### src/rtl/cipher_sequencer_pkg.sv
// rtl/cipher_sequencer_pkg.sv - shared cipher sequencer types and defaults
package cipher_sequencer_pkg;

   // Default geometry of a block cipher job
   localparam int DEF_ROUNDS = 16;
   localparam int DEF_DW     = 32;
   localparam int DEF_KW     = 64;

   // Round index width; 5 bits covers ROUNDS up to 31 without wrapping
   localparam int IDX_W = 5;

   // Sequencer FSM encoding
   typedef enum logic [1:0] {
      ST_IDLE  = 2'd0,
      ST_ROUND = 2'd1,
      ST_FINAL = 2'd2,
      ST_OUT   = 2'd3
   } seq_state_t;

endpackage

### src/rtl/cipher_sequencer_if.sv
// rtl/cipher_sequencer_if.sv - block load, round function and ciphertext bus
interface cipher_sequencer_if
   import cipher_sequencer_pkg::*;
#(
   parameter int DW = DEF_DW,
   parameter int KW = DEF_KW
) ();

   // Upstream collector
   logic             in_done;
   logic [DW-1:0]    in_data;
   logic [KW-1:0]    in_key;

   // External combinational round function
   logic [DW-1:0]    rf_state_in;
   logic [KW-1:0]    rf_key_in;
   logic [IDX_W-1:0] rf_idx;
   logic [DW-1:0]    rf_state_out;
   logic [KW-1:0]    rf_key_out;

   // Ciphertext output and status
   logic             busy;
   logic             out_valid;
   logic             out_ready;
   logic [DW-1:0]    out_data;
   logic             err_overrun;

   // Sequencer side
   modport slave (
      input  in_done, in_data, in_key, rf_state_out, rf_key_out, out_ready,
      output rf_state_in, rf_key_in, rf_idx, busy, out_valid, out_data, err_overrun
   );

   // Environment side: collector, round function and downstream consumer
   modport master (
      output in_done, in_data, in_key, rf_state_out, rf_key_out, out_ready,
      input  rf_state_in, rf_key_in, rf_idx, busy, out_valid, out_data, err_overrun
   );

endinterface

### src/rtl/cipher_sequencer.sv
// rtl/cipher_sequencer.sv - iterates an external round function over one block
module cipher_sequencer
   import cipher_sequencer_pkg::*;
#(
   parameter int ROUNDS = DEF_ROUNDS,
   parameter int DW     = DEF_DW,
   parameter int KW     = DEF_KW
) (
   input  logic               clk,
   input  logic               reset,
   cipher_sequencer_if.slave  bus
);

   localparam logic [IDX_W-1:0] LAST_IDX = IDX_W'(ROUNDS);

   seq_state_t       state_q;
   seq_state_t       state_d;
   logic [DW-1:0]    state_reg;
   logic [KW-1:0]    key_reg;
   logic [IDX_W-1:0] cnt;
   logic             err_q;

   logic             do_load;
   logic             do_round;
   logic             do_final;
   logic             set_overrun;

   // FSM state register
   always_ff @(posedge clk) begin
      if (reset) state_q <= ST_IDLE;
      else       state_q <= state_d;
   end

   // Next state and datapath strobes; a load while leaving OUT chains straight into ROUND
   always_comb begin
      state_d     = state_q;
      do_load     = 1'b0;
      do_round    = 1'b0;
      do_final    = 1'b0;
      set_overrun = 1'b0;
      case (state_q)
         ST_IDLE: begin
            if (bus.in_done) begin
               do_load = 1'b1;
               state_d = ST_ROUND;
            end
         end
         ST_ROUND: begin
            do_round    = 1'b1;
            set_overrun = bus.in_done;
            if (cnt == LAST_IDX) state_d = ST_FINAL;
         end
         ST_FINAL: begin
            do_final    = 1'b1;
            set_overrun = bus.in_done;
            state_d     = ST_OUT;
         end
         ST_OUT: begin
            if (bus.out_ready) begin
               if (bus.in_done) begin
                  do_load = 1'b1;
                  state_d = ST_ROUND;
               end else begin
                  state_d = ST_IDLE;
               end
            end else begin
               set_overrun = bus.in_done;
            end
         end
         default: state_d = ST_IDLE;
      endcase
   end

   // Block state, round key and round counter
   always_ff @(posedge clk) begin
      if (reset) begin
         state_reg <= '0;
         key_reg   <= '0;
         cnt       <= '0;
      end else if (do_load) begin
         state_reg <= bus.in_data;
         key_reg   <= bus.in_key;
         cnt       <= IDX_W'(1);
      end else if (do_round) begin
         state_reg <= bus.rf_state_out;
         key_reg   <= bus.rf_key_out;
         if (cnt != LAST_IDX) cnt <= cnt + IDX_W'(1);
      end else if (do_final) begin
         state_reg <= state_reg ^ key_reg[KW-1 -: DW];
      end
   end

   // Sticky overrun flag, cleared only by reset
   always_ff @(posedge clk) begin
      if (reset)            err_q <= 1'b0;
      else if (set_overrun) err_q <= 1'b1;
   end

   assign bus.rf_state_in = state_reg;
   assign bus.rf_key_in   = key_reg;
   assign bus.rf_idx      = (state_q == ST_ROUND) ? cnt : '0;
   assign bus.busy        = (state_q != ST_IDLE);
   assign bus.out_valid   = (state_q == ST_OUT);
   assign bus.out_data    = state_reg;
   assign bus.err_overrun = err_q;

endmodule

### src/flat_wrapper.sv
// flat-port wrapper written by rule: the top's interface ports become plain ports
module cipher_sequencer_flat import cipher_sequencer_pkg::*;
#(
   parameter int ROUNDS = DEF_ROUNDS,
   parameter int DW     = DEF_DW,
   parameter int KW     = DEF_KW
)
  (clk, reset, bus_in_done, bus_in_data, bus_in_key, bus_rf_state_out, bus_rf_key_out, bus_out_ready, bus_rf_state_in, bus_rf_key_in, bus_rf_idx, bus_busy, bus_out_valid, bus_out_data, bus_err_overrun);
  cipher_sequencer_if #(.DW(DW), .KW(KW)) bus_i ();
  input  logic clk;
  input  logic reset;
  input wire logic [$bits(bus_i.in_done)-1:0] bus_in_done;
  input wire logic [$bits(bus_i.in_data)-1:0] bus_in_data;
  input wire logic [$bits(bus_i.in_key)-1:0] bus_in_key;
  input wire logic [$bits(bus_i.rf_state_out)-1:0] bus_rf_state_out;
  input wire logic [$bits(bus_i.rf_key_out)-1:0] bus_rf_key_out;
  input wire logic [$bits(bus_i.out_ready)-1:0] bus_out_ready;
  output wire logic [$bits(bus_i.rf_state_in)-1:0] bus_rf_state_in;
  output wire logic [$bits(bus_i.rf_key_in)-1:0] bus_rf_key_in;
  output wire logic [$bits(bus_i.rf_idx)-1:0] bus_rf_idx;
  output wire logic [$bits(bus_i.busy)-1:0] bus_busy;
  output wire logic [$bits(bus_i.out_valid)-1:0] bus_out_valid;
  output wire logic [$bits(bus_i.out_data)-1:0] bus_out_data;
  output wire logic [$bits(bus_i.err_overrun)-1:0] bus_err_overrun;
  assign bus_i.in_done = bus_in_done;
  assign bus_i.in_data = bus_in_data;
  assign bus_i.in_key = bus_in_key;
  assign bus_i.rf_state_out = bus_rf_state_out;
  assign bus_i.rf_key_out = bus_rf_key_out;
  assign bus_i.out_ready = bus_out_ready;
  assign bus_rf_state_in = bus_i.rf_state_in;
  assign bus_rf_key_in = bus_i.rf_key_in;
  assign bus_rf_idx = bus_i.rf_idx;
  assign bus_busy = bus_i.busy;
  assign bus_out_valid = bus_i.out_valid;
  assign bus_out_data = bus_i.out_data;
  assign bus_err_overrun = bus_i.err_overrun;
  cipher_sequencer #(.ROUNDS(ROUNDS), .DW(DW), .KW(KW)) u_core (.clk(clk), .reset(reset), .bus(bus_i));
endmodule
### config.mk
export PLATFORM = sky130hd
export DESIGN_NAME = cipher_sequencer_flat
export DESIGN_NICKNAME = d
export VERILOG_FILES = /design/src/rtl/cipher_sequencer_pkg.sv /design/src/rtl/cipher_sequencer_if.sv /design/src/rtl/cipher_sequencer.sv /design/src/flat_wrapper.sv
export SDC_FILE = /design/constraint.sdc
export NUM_CORES = 1
export LEC_CHECK = 0
export CORE_AREA = 2 2 129 131
export DETAILED_ROUTE_END_ITERATION = 7
export DIE_AREA = 0 0 131 133
export GPL_ROUTABILITY_DRIVEN = 0
export PLACE_DENSITY_LB_ADDON = 0.25
export REMOVE_ABC_BUFFERS = 1
export SLEW_MARGIN = 15
export SYNTH_ARGS = -nofsm -noshare
export SYNTH_HDL_FRONTEND = slang
export SYNTH_SLANG_ARGS = --single-unit
### constraint.sdc
create_clock -name clk -period 2.8 [get_ports clk]
set_clock_uncertainty 0.15 [all_clocks]
set_input_delay 0.42 -clock clk [delete_from_list [all_inputs] [get_ports clk]]
set_output_delay 0.42 -clock clk [all_outputs]
set_load 0.02 [all_outputs]
==> impl_metrics.py <==
metrics = {
    "final_layout": {
        "layout-drive-gt1-share_pct": 4.462,
        "layout.nets": 1071,
        "area_growth_pct": 62.32,
        "nFillCells": 1458,
        "utilization_pct": 56.20,
        "stdcell_count": 1094,
        "fin_area_mm2": 0.009089,
        "antenna_cells": 0,
    },
    "cts": {
        "cts_root_buf": "clkbuf_16",
        "clk_latency_ps": 350,
        "cts_sinks": 104,
        "cts_max_path_buffers": 2,
        "cts_tree": "yes",
        "htree_num_levels": 3,
        "path_clk_slew_ps": 70,
        "post_cts_buffers": 0,
        "cts_made_buffers": 9,
        "hold_buffers": 0,
        "ctsResizeCount": 0,
    },
    "routing": {
        "ant_nets": 0,
        "drc": 0,
        "initialDrtViolationCount": 234,
        "vias": 5781,
        "vias_per_cell": 5.284,
        "drt_wl_total_mm": 19.55,
        "drt_first_pass_iters": 4,
        "wire_per_inst_um": 17.87,
    },
    "yosys": {
        "ys_top_cells_by_count": "dfxtp_1, mux2i_1, a211oi_1",
        "yosys_register_bits": 104,
        "synth_edf_count": 0,
        "synth_most_common_cell": "dfxtp_1",
        "async_flop_share_pct": 0,
        "synth_cells": 605,
        "syn_area_mm2": 0.005599,
        "synth_warnings": 0,
        "synthTopCellsByArea": "dfxtp_1, mux2i_1, a211oi_1, nor3_1, nand4b_1",
        "synth_area_per_cell_um2": 9.255,
        "seq_area_frac_synth_pct": 37.18,
        "synth_area_leader_cell": "dfxtp_1",
        "synthFlopType": "dfxtp_1",
        "synth_top_area_share_pct": 37.18,
        "synthDistinctLibCells": 34,
    },
    "grt": {
        "busiest_layer": "met2",
        "gr-total-overflow": 0,
        "first_global_vias": 5668,
        "use_met3_pct": 6.915,
        "gr-usage-met1_pct": 26.88,
        "grt_max_degree": 76,
        "grtUsageTotal_pct": 22.03,
        "grt_pass1_wl_mm": 30.39,
        "antenna_found_initial": 0,
        "met2_usage_pct": 37.08,
    },
    "hold_path": {
        "hold_end": "u_core.bus.err_overrun",
        "min_path_type": "flop to flop",
        "min_delay_path_depth": 2,
        "hold_path_startpoint": "u_core.bus.err_overrun",
    },
    "critical_path": {
        "r2r_setup_slack_ps": 470,
        "path_buf_inv": 3,
        "r2r_end": "u_core.bus.out_data[14]",
        "cp_slowest_cell": "clkdlybuf4s50_1",
        "critPathMaxFanout": 6,
        "crit_family": "buffers and inverters",
        "worstPathArrival_ps": 1820,
        "crit_cells": 4,
        "timing.rr.start": "u_core.state_q[0]",
        "critPathCaptureType": "primary output",
        "crit_top_cell": "inv_1",
        "reg2reg_depth": 7,
        "crit_path_max_incr_delay_ps": 600,
        "startpoint_type": "flop",
        "path_cells": "inv_1, ha_2, inv_1, clkdlybuf4s50_1",
        "worstSetupPathType": "flop to primary output",
        "critPathRequiredTime_ps": 2230,
    },
    "status": {
        "outcome": "complete, no violations",
    },
    "floorplan": {
        "core-area_mm2": 0.01617,
        "die_width_um": 131,
        "io_pins": 332,
        "die_y_um": 133,
        "dieArea_mm2": 0.01742,
        "rows": 47,
        "initial_core_util_pct": 34.62,
    },
    "timing": {
        "rsz0062_at_grt": "false",
        "max_freq_ghz": 0.4192,
        "setup_viol": 0,
        "slew_headroom_pct": 47.70,
        "tightestPinTransition_ps": 784.6,
        "timing.final.crit_period_ps": 2386,
        "post-route-period-util_pct": 85.20,
        "hold_violations": 0,
        "drv_slew": 0,
        "fin_ws_ps": 414.3,
        "whs_ps": 307.9,
    },
    "placement": {
        "dp_slack_ps": 491.4,
        "placedCellCount": 1078,
        "hpwl_mm": 13.80,
        "dpl_cell_area_mm2": 0.008788,
        "portBuffers": 331,
    },
    "power_and_ir_drop": {
        "cellPowerDensity_mw_per_mm2": 1183,
        "p_leak_nw": 3.063,
        "vdd_drop_max_mv": 0.6524,
    },
    "job": {
        "maxCapViolations": 0,
    },
}
kinds of logic after synthesis:
group	count (synthesis)	share of synthesized area (%)
AO/OA/AOI/OAI	172	22.79
multiplexers	66	11.80
XOR/XNOR	2	0.3129
flip-flops	104	37.18
buffers and inverters	104	11.24
AND/OR/NAND/NOR	151	15.33
adder cells (fa/ha/maj)	6	1.341
registers in the layout, summed over array words and instances, names as in the netlist:
signal,cells
u_core.state_q,2
u_core.cnt,5
u_core.bus.rf_key_in,64
u_core.bus.err_overrun,1
u_core.bus.out_data,32
routing by layer:
layer | wire length [um] | vias up | share of wire (%)
met4 | 301 | 0 | 1.5
li1 | - | 2812 | -
met5 | 0 | - | 0
met3 | 1607 | 21 | 8.2
met1 | 8126 | 2740 | 42
met2 | 9518 | 208 | 49
placed cells by master, fill, tap and decap left out, types with 3 or more instances in the layout:
| cell type | netlist | routed |
|---|---|---|
| nand2_1 | 36 | 36 |
| a211oi_1 | 65 | 65 |
| o22ai_1 | 32 | 32 |
| buf_12 | 0 | 3 |
| nand4b_1 | 32 | 32 |
| nor2b_1 | 3 | 3 |
| buf_4 | 35 | 14 |
| o221ai_1 | 32 | 32 |
| nor2_1 | 4 | 4 |
| clkdlybuf4s50_1 | 0 | 330 |
| o21a_1 | 32 | 32 |
| inv_1 | 8 | 8 |
| clkbuf_16 | 0 | 9 |
| ha_1 | 6 | 4 |
| mux2i_1 | 66 | 66 |
| nor3_1 | 64 | 64 |
| dfxtp_1 | 104 | 104 |
| o21ai_0 | 3 | 3 |
| and2_1 | 3 | 3 |
worst reg2reg max path, delay by kind of cell (launching register included):
family | cells | cell delay, ps
fa+ha+maj | 1 | 330
compound gates | 3 | 500
buf+inv | 3 | 820
flops | 1 | 450
report_power, final:
| part | leakage, nW | switching [mW] | internal, mW |
|---|---|---|---|
| Sequential | 0.859 | 0.659 | 2.19 |
| Clock | 0.139 | 0.564 | 0.721 |
| Combinational | 2.06 | 3.49 | 3.13 |
how the worst max path moves through the flow:
stage                            from                       to
global placement    u_core.state_q[0]  u_core.bus.out_data[20]
finish              u_core.state_q[0]                 bus_busy
CTS                 u_core.state_q[0]            bus_rf_idx[0]
floorplan           u_core.state_q[0]  u_core.bus.out_data[30]
global route        u_core.state_q[0]            bus_rf_idx[0]
detailed placement  u_core.state_q[0]  u_core.bus.out_data[14]
final cells by class:
type / instances / area [um^2] / share of cell area, %
clock buffer: 12 / 246.5 / 2.712
multi-input combinational: 397 / 2924 / 32.17
sequential: 104 / 2082 / 22.91
clock inverter: 4 / 53.80 / 0.5920
tap: 220 / 275.3 / 3.029
inverter: 9 / 33.78 / 0.3717
timing repair buffer: 348 / 3473 / 38.22
through the flow:
step / total power [mW] / TNS [ps]
floorplan: 6.476 / -293910
global placement: 9.450 / 0
detailed placement: 9.515 / 0
CTS: 10.85 / 0
global route: 11.43 / 0
finish: 10.75 / 0
(Power assumes the default switching activity.)
==> edit (config.mk and constraints unchanged) <==
Reset style: asynchronous (`reset`), changed in 3 clocked blocks.
--- a/src/rtl/cipher_sequencer.sv
+++ b/src/rtl/cipher_sequencer.sv
@@ -26,7 +26,7 @@
    logic             set_overrun;
 
    // FSM state register
-   always_ff @(posedge clk) begin
+   always_ff @(posedge clk or posedge reset) begin
       if (reset) state_q <= ST_IDLE;
       else       state_q <= state_d;
    end
@@ -72,7 +72,7 @@
    end
 
    // Block state, round key and round counter
-   always_ff @(posedge clk) begin
+   always_ff @(posedge clk or posedge reset) begin
       if (reset) begin
          state_reg <= '0;
          key_reg   <= '0;
@@ -91,7 +91,7 @@
    end
 
    // Sticky overrun flag, cleared only by reset
-   always_ff @(posedge clk) begin
+   always_ff @(posedge clk or posedge reset) begin
       if (reset)            err_q <= 1'b0;
       else if (set_overrun) err_q <= 1'b1;
    end
Behaviour: differs if reset is asserted again (counterexample within 4 cycles, from zero or initial values and one cycle with reset high); with reset held inactive, the same outputs for 10 cycles.
==> edit against the original RTL <==
Total power grew 10%; register-to-register slack lost 0.06 ns; synthesized cell count grew 0.99%; first-iteration DRC count shrank 12%; non-clock buffer count shrank 9; synthesized area grew 3.9%; sequential cell count is the same; setup slack lost 0.14 ns; wire length shrank 12%; fmax shrank 5.6%; final area grew 3.3%; critical path type unchanged; largest power group unchanged; highest routed layer unchanged.
==> edit: results (changes against the original RTL) <==
status finished clean (unchanged); Post-synth ARST share 100.0% (was 0%); root buffer cell clkbuf_16 (unchanged); drt pass-1 iters 4 (unchanged); maximum vdd drop 0.8610 mV (was 0.6524 mV); post-synth cell types 29 (was 34); DP HPWL 12.56 mm (was 13.80 mm); Final nets 1089 (was 1071); layout cells sized above 1 3.816% (was 4.462%); final WL 17.30 mm (was 19.55 mm); Setup WS pre-CTS 0.4334 ns (was 0.4914 ns); Synth area leaders dfrtp_1, mux2i_1, o21ai_0 (was dfxtp_1, mux2i_1, a211oi_1); crit path DAT 1.96 ns (was 1.82 ns); met1 usage 24.09% (was 26.88%); vias in the first global route 5359 (was 5668); Worst Tran Pin Value 0.8223 ns (was 0.7846 ns); dpl cell area 9085 sq um (was 8788 sq um); critical path's largest stage delay 0.62 ns (was 0.60 ns); GRT Util Overall 19.71% (was 22.03%); drt wl/cell 15.57 um (was 17.87 um); H-tree depth 3 (unchanged); CP Max Fanout 10 (was 6); Syn Area/Cell 9.522 sq um (was 9.255 sq um); IO buf count 331 (unchanged); synth cell count leaders dfrtp_1, nand2_1, mux2i_1, o21ai_0, buf_4 (was dfxtp_1, mux2i_1, a211oi_1, nor3_1, nand2_1); met3 GRT Util 5.257% (was 6.915%); TritonCTS Buffers 9 (unchanged); Hold WC Path Type in2async (was reg2reg); FILL cells 1465 (was 1458); first-pass GRT wire length 27.23 mm (was 30.39 mm); Vias per Instance 4.822 (was 5.284); GR Layer Usage met2 33.39% (was 37.08%); WL met2 8.476 mm (was 9.518 mm); Met3 Wirelength 1.347 mm (was 1.607 mm); drt initial violations 205 (was 234); WL met1 7.112 mm (was 8.126 mm); clock transition at the registers of the reported paths 0.08 ns; sequential fraction of the synthesis area 44.73% (was 37.18%); largest net degree at the start of global routing 111 (was 76); Pleak 3.956 nW (was 3.063 nW)
==> edit: cell types whose count changed after synthesis, sizes merged, moves of 26 or more <==
cell,delta
o21ai,+90
nand4b,-32
mux2i,+26
o21a,-32
o22ai,-28
dfrtp,+104
dfxtp,-104
a211oi,-64
nor3,-63
inv,+27
a21o,+28
a221oi,+28
nand2,+64
o221ai,-32
==> edit: area by class of cell <==
type / count / area, sq um / area share [%]
timing repair buffer: 339 / 3436 / 36.58
inverter: 36 / 137.6 / 1.465
sequential: 104 / 2603 / 27.71
clock inverter: 6 / 68.82 / 0.7326
tap: 220 / 275.3 / 2.931
multi-input combinational: 396 / 2634 / 28.04
clock buffer: 10 / 239.0 / 2.544
==> edit: power breakdown <==
part | internal (mW) | switching [mW] | total, mW
clock network | 0.722 | 0.600 | 1.32
logic | 3.68 | 3.81 | 7.49
registers | 2.33 | 0.721 | 3.05
total | 6.74 | 5.13 | 11.9
==> edit: worst paths after layout <==
check                      slack [ns]  depth (start not counted)                  endpoint              startpoint
max                              0.27                          4             bus_rf_idx[2]       u_core.state_q[1]
min                              0.28                          2  u_core.bus.rf_key_in[52]                   reset
max reg2reg                      0.41                          6    u_core.bus.out_data[6]       u_core.state_q[0]
min reg2reg                      0.33                          2    u_core.bus.err_overrun  u_core.bus.err_overrun
max in group asynchronous        1.49                          3   u_core.bus.rf_key_in[0]                   reset
min in group clk                 0.33                          2    u_core.bus.err_overrun  u_core.bus.err_overrun
==> edit: cell families (layout without fill, tap and decap cells) <==
group,Yosys count,after routing,share of synthesized area [%]
multiplexers,92,92,15.83
adder cells (fa/ha/maj),7,7,1.505
buffers and inverters,111,391,10.26
flip-flops,104,104,44.73
XOR/XNOR,4,4,0.6023
AND/OR/NAND/NOR,125,125,9.054
AO/OA/AOI/OAI,168,168,18.02
